===== config.mk =====
export PLATFORM = sky130hd
export DESIGN_NAME = adc_capture_ctrl
export DESIGN_NICKNAME = d
export VERILOG_FILES = /design/src/rtl/adc_capture_ctrl.sv
export SDC_FILE = /design/constraint.sdc
export NUM_CORES = 1
export LEC_CHECK = 0
export BUFFER_PORTS_ARGS = -buffer_cell sky130_fd_sc_hd__buf_2
export CAP_MARGIN = 20
export CORE_ASPECT_RATIO = 0.6
export CORE_MARGIN = 2
export CORE_UTILIZATION = 35
export CTS_CLUSTER_DIAMETER = 30
export CTS_CLUSTER_SIZE = 16
export DETAILED_ROUTE_END_ITERATION = 8
export PLACE_DENSITY = 0.61
export SYNTH_ARGS = -nofsm -noshare
export SYNTH_HDL_FRONTEND = slang
export SYNTH_SLANG_ARGS = --single-unit

===== constraint.sdc =====
create_clock -name i_62clk -period 3.05 [get_ports i_62clk]
set_input_delay 0 -clock i_62clk [delete_from_list [all_inputs] [get_ports i_62clk]]
set_output_delay 0 -clock i_62clk [all_outputs]
set_load 0.02 [all_outputs]

===== src/rtl/adc_capture_ctrl.sv =====
// adc_capture_ctrl
//   Sequences capture of packed 4x14-bit ADC words into the sample BRAM write
//   port on the 62 MHz domain. A host start arms the block. The next qualifying
//   valid word begins a frame of i_frame_len words. Those words go to
//   consecutive (wrapping) addresses from i_base_addr. The block then holds DONE
//   until the host acknowledges.
//
//   Optional feature macro: ADCCAP_TRIG_EN
//     defined   - a lane-0 level trigger (i_trig_level / i_trig_rise) qualifies
//                 the first word; earlier words are discarded.
//     undefined - free-run: the first valid word after start begins the frame.
//
// Ports
//   i_62clk       capture clock, rising edge
//   i_nreset      asynchronous active-low reset
//   i_start       arm pulse (honoured only in IDLE); samples len/base
//   i_abort       cancel pulse for ARMED/CAPTURE
//   i_frame_len   words per frame, 0 means 2^ADDR_W
//   i_base_addr   first write address
//   i_word        packed sample word, i_word_valid qualifies it
//   i_done_ack    host release of DONE
//   i_trig_level  (ADCCAP_TRIG_EN) lane-0 trigger threshold
//   i_trig_rise   (ADCCAP_TRIG_EN) 1: lane0 >= level, 0: lane0 <= level
//   o_wr_addr/o_wr_data/o_wr_en/o_byteen  BRAM write port
//   o_busy        ARMED or CAPTURE
//   o_done        DONE
//   o_overrun     sticky, a valid word was dropped while DONE
//   o_word_count  words written in the current/last frame
//   o_frame_id    completed-frame counter, wraps
module adc_capture_ctrl #(
  parameter int ADDR_W = 14,
  parameter int DATA_W = 64,
  parameter int BE_W   = 8
) (
  input  logic              i_62clk,
  input  logic              i_nreset,
  input  logic              i_start,
  input  logic              i_abort,
  input  logic [ADDR_W-1:0] i_frame_len,
  input  logic [ADDR_W-1:0] i_base_addr,
  input  logic [DATA_W-1:0] i_word,
  input  logic              i_word_valid,
  input  logic              i_done_ack,
`ifdef ADCCAP_TRIG_EN
  input  logic [13:0]       i_trig_level,
  input  logic              i_trig_rise,
`endif
  output logic [ADDR_W-1:0] o_wr_addr,
  output logic [DATA_W-1:0] o_wr_data,
  output logic              o_wr_en,
  output logic [BE_W-1:0]   o_byteen,
  output logic              o_busy,
  output logic              o_done,
  output logic              o_overrun,
  output logic [ADDR_W:0]   o_word_count,
  output logic [7:0]        o_frame_id
);

  typedef enum logic [1:0] {ST_IDLE, ST_ARMED, ST_CAPTURE, ST_DONE} state_t;

  state_t            state, next_state;
  logic [ADDR_W:0]   len_q;
  logic [ADDR_W-1:0] base_q;
  logic [ADDR_W:0]   count_plus;
  logic              arm_ok;
  logic              accept_start;
  logic              take;
  logic              last_word;

  assign count_plus = o_word_count + 1'b1;
  assign last_word  = (count_plus == len_q);

`ifdef ADCCAP_TRIG_EN
  // Lane 0 sits in the low 14 bits of the packed word.
  assign arm_ok = i_trig_rise ? (i_word[13:0] >= i_trig_level)
                              : (i_word[13:0] <= i_trig_level);
`else
  assign arm_ok = 1'b1;
`endif

  always_ff @(posedge i_62clk or negedge i_nreset) begin
    if (!i_nreset) state <= ST_IDLE;
    else           state <= next_state;
  end

  // Abort is checked before any word acceptance, so it beats a simultaneous
  // frame completion.
  always_comb begin
    next_state   = state;
    accept_start = 1'b0;
    take         = 1'b0;
    case (state)
      ST_IDLE: begin
        if (i_start) begin
          accept_start = 1'b1;
          next_state   = ST_ARMED;
        end
      end
      ST_ARMED: begin
        if (i_abort) begin
          next_state = ST_IDLE;
        end else if (i_word_valid && arm_ok) begin
          take       = 1'b1;
          next_state = last_word ? ST_DONE : ST_CAPTURE;
        end
      end
      ST_CAPTURE: begin
        if (i_abort) begin
          next_state = ST_IDLE;
        end else if (i_word_valid) begin
          take = 1'b1;
          if (last_word) next_state = ST_DONE;
        end
      end
      ST_DONE: begin
        if (i_done_ack) next_state = ST_IDLE;
      end
      default: next_state = ST_IDLE;
    endcase
  end

  // Write port and frame bookkeeping. The frame id is bumped on the same edge
  // that enters DONE, so both are visible together.
  always_ff @(posedge i_62clk or negedge i_nreset) begin
    if (!i_nreset) begin
      o_wr_addr    <= '0;
      o_wr_data    <= '0;
      o_wr_en      <= 1'b0;
      o_overrun    <= 1'b0;
      o_word_count <= '0;
      o_frame_id   <= '0;
      len_q        <= '0;
      base_q       <= '0;
    end else begin
      o_wr_en <= take;
      if (accept_start) begin
        len_q        <= (i_frame_len == '0) ? {1'b1, {ADDR_W{1'b0}}}
                                            : {1'b0, i_frame_len};
        base_q       <= i_base_addr;
        o_word_count <= '0;
        o_overrun    <= 1'b0;
      end
      if (take) begin
        o_wr_addr    <= base_q + o_word_count[ADDR_W-1:0];
        o_wr_data    <= i_word;
        o_word_count <= count_plus;
        if (last_word) o_frame_id <= o_frame_id + 8'd1;
      end
      if (state == ST_DONE && i_word_valid) o_overrun <= 1'b1;
    end
  end

  assign o_byteen = {BE_W{o_wr_en}};
  assign o_busy   = (state == ST_ARMED) || (state == ST_CAPTURE);
  assign o_done   = (state == ST_DONE);

endmodule


==> summary by stage <==
Status
The run finished with clean final reports.

Global routing
The via count of the first global-routing pass is approximately 5600. The global-route total usage across every layer is 19.6%. The number of antenna violations at the first check in global routing is 0.

The leftover overflow at the end of global routing is 0. Entering global routing, the biggest net connects 94 pins. The first-pass GRT wire length is a little under 30 mm.

Synth
The flip-flop and latch count after synthesis is between 100 and 150. The cell count after synthesis came out at around 680. Yosys printed 0 warnings. Sequential cells were found to cover 52.1% of the synthesized design area. The area of the mapped netlist is between 6000 and 7000 um2. The net count after synthesis is approximately 790. The most used flip-flop cell after synthesis is dfrtp_1. Synthesis instantiated 55 different standard cells from the library.

The synthesized area divided by synthesized cell count is about 9.5 um2. For this run, asynchronously set or reset flops after synthesis account for 100%. The synthesized design contains 0 enable-type register cells.

Clock tree
After clock tree synthesis, the clock-pin slew on the worst setup and hold paths is 0.06 ns. The clock passes through at most 2 buffers. The clock tree root driver cell is clkbuf_16. The number of CTS-inserted buffers is 17. The clock tree from TritonCTS is done. The later pin in the worst-skew pair is clocked with a latency of approximately 0.41 ns. Post-CTS timing repair inserted 0 buffers for setup. The clock drives around 130 sinks.

The maximum level of the CTS H-tree is 4.

Place
The number of placed instances, taps included, is approximately 1100. Summed over all nets, the half-perimeter wirelength after detailed placement is 12.7 mm. The number of port buffers is between 200 and 250. The routability-driven placement congestion ratio is approximately 0.84.

Power
The power density of the placed cells is 896 nW/um2. The worst-case vdd ir drop is between 0.0003 and 0.0004 V. The internal power of the cells totals just over 5 mW. Of the total power, registers draw 35.1%. Net switching is between 30% and 40% of the power. In this run, the combinational gates consume 38.6% of the power. The clock network fraction of design power is about a quarter. Summed over all nets, the switching power comes to approximately 3.2 mW. The leakage power is slightly below 5 nW.

Drt
The final wirelength is 18.8 mm. In this run, the number of DRC markers left after iteration 0 of detailed routing was 404. The post-route antenna net violation count is 0. The mean routed wirelength per cell is 15.3 um.

The total via count in the routed design is roughly 5800. The residual DRC count is 0. The via-per-instance ratio is approximately 4.7.

The number of detailed-route iterations in the first pass is 5.

STA
The final sum of negative setup slack is 0 ns. The worst slew margin relative to its limit is a little over two fifths. The count of pins over their slew limit is 0. The number of hold violations in the final report is 0. Setup repair after global routing left no endpoint under its margin. The clock skew is 0.0134 ns. At the pin with the least slew margin, the transition time is 0.851 ns.

Setup violations remaining at the end of the flow were counted as 0. Based on the critical path, the design can be clocked at up to around 360 MHz. The fraction of the cycle the final worst path needs is 90.6%.

The final critical path time including I/O delays and setup is ~2.8 ns.

Floorplanning
The floorplan step defined a die boundary enclosing 19500 um2. around 210 I/O pins were placed. The core area is around 18000 um2. From left edge to right edge, the die measures between 150 and 200 um. The vertical die dimension is 109 um. For this configuration, the core starts out at a cell density of 35.7%. The row count is 38.

Setup path
The worst setup path is launched from a register. The largest incremental delay on the critical path is approximately 0.59 ns. The signal on the critical path passes through ha_1, inv_1, nor4_4, xnor2_1, nand4_1, or4_4, buf_4, nor4_2, xor2_1.

The data required time of the worst path is roughly 3.4 ns. For the worst setup path, the data arrival time is ~3.1 ns. The slowest stage of the critical path belongs to the cell or4_4.

STA classifies the critical path endpoint as a register. The maximum fanout count along the critical path is 6. The kind of critical path is reg -> reg.

Finish
The number of nets at the end of the flow is ~1100. After filler insertion, the fill cell instance count of the layout stands at around 1700. The final cell count without fillers is approximately 1200. The area growth from synthesis to layout is 45.8%. The share of final-layout standard cells stronger than drive strength 1 is around 30%. Registers take 3350 um2. The number of antenna diodes in the final layout is 0.

In the layout the commonest cells are 230 x nand2_1, 209 x buf_2, 134 x dfrtp_1. The leading cell type in the layout, fill and taps excluded is nand2_1. The multi-input combinational cells in the finished layout cover a total of 2860 um2.

Job
The count of max-cap constraint violations is 0.

Hold path
The type of the worst min-delay path is in -> reg.
## stage by stage
stage	power, mW	area [um2]	utilization [%]	setup slack (ns)	hold slack, ns
global route	8.97	9390	52.0	0.0854	0.0441
finish	8.42	9390	52.0	0.287	0.0258
global placement	6.09	7780	43.1	0.209	0.157
CTS	8.48	9360	51.8	0.00175	0.00189
detailed placement	6.12	7780	43.1	0.0671	0.161
floorplan	4.99	6440	-	0.0927	-0.296
## registers in the layout, summed over array words and instances, names as in the netlist
signal and flops:
base_q 14, o_frame_id 8, o_wr_addr 14, o_wr_data 64
state 2, o_word_count 15, o_overrun 1, o_wr_en 1
len_q 15
## critical path, delay by kind of cell (launching register included)
kind / cells / cell delay, ns
and+or+nand+nor: 4 / 1.36
xor gates and xnor gates: 2 / 0.31
adders and majority gates: 1 / 0.26
buffers and inverters: 2 / 0.30
DFF: 1 / 0.46
## power by group through the flow
stage                     clock, mW  sequential (mW)  combinational [mW]
after global routing           2.34             3.05                3.58
after CTS                      2.27             2.95                3.26
after global placement            0             2.96                3.13
after floorplan                   0             3.49                1.50
after detailed placement          0             2.96                3.15
final                          2.21             2.95                3.25
## final timing paths
path,end,depth (start not counted),slack (ns),start
max in group asynchronous,o_wr_data[62],3,1.93,i_nreset
hold reg to reg,o_wr_data[8],2,0.47,o_wr_data[8]
setup reg to reg,o_frame_id[5],9,0.29,o_word_count[0]
min in group asynchronous,o_wr_addr[10],2,0.26,i_nreset
hold / removal,state[0],4,0.03,i_abort
setup / recovery,o_frame_id[5],9,0.29,o_word_count[0]
## cell families after synthesis
group / synth area share (%)
xor gates and xnor gates: 5.44
DFF: 52.1
and+or+nand+nor: 21.4
adders and majority gates: 4.20
AOI/OAI and AO/OA: 8.16
buffers and inverters: 3.98
muxes: 4.72
## metal layers
metal / GRT usage (%) / share of wire, %
met1: 30.1 / 51
met2: 26.2 / 40
met5: 0 / 0
met4: 5.70 / 1.0
met3: 5.72 / 8.3
## Yosys cell counts, types with 3 or more instances
cell / n / area, um2
nand3_1: 12 / 60.1
a211oi_1: 3 / 22.5
o21ai_0: 39 / 195
nor4_1: 6 / 37.5
buf_1: 3 / 11.3
a22o_1: 3 / 26.3
or3_1: 3 / 18.8
buf_4: 9 / 67.6
dfrtp_1: 134 / 3350
clkbuf_1: 23 / 86.3
o31ai_1: 5 / 37.5
inv_1: 12 / 45.0
o31a_1: 3 / 26.3
buf_2: 4 / 20.0
xnor2_1: 19 / 166
nor3_1: 8 / 40.0
nand2b_1: 5 / 31.3
mux2_2: 26 / 293
nor2_1: 18 / 67.6
or4_1: 5 / 37.5
nand2_1: 230 / 863
ha_1: 20 / 250
xor2_1: 21 / 184
a21oi_1: 12 / 60.1
a21o_1: 3 / 22.5
a31oi_1: 4 / 25.0
nand4_1: 11 / 68.8
## area by class of cell
type / instances / area share (%)
Clock buffer: 20 / 4.86
Clock inverter: 11 / 1.84
Inverter: 13 / 0.520
Multi-Input combinational cell: 487 / 30.5
Sequential cell: 134 / 35.7
Tap cell: 240 / 3.20
Timing Repair Buffer: 327 / 23.4
## what timing repair did
action	in CTS	in global routing
resized for setup	0	4
hold buffers	95	0
endpoints found under the hold margin	185	0
setup endpoints to repair	0	9
Note: power is estimated with default switching activity, not from simulation.
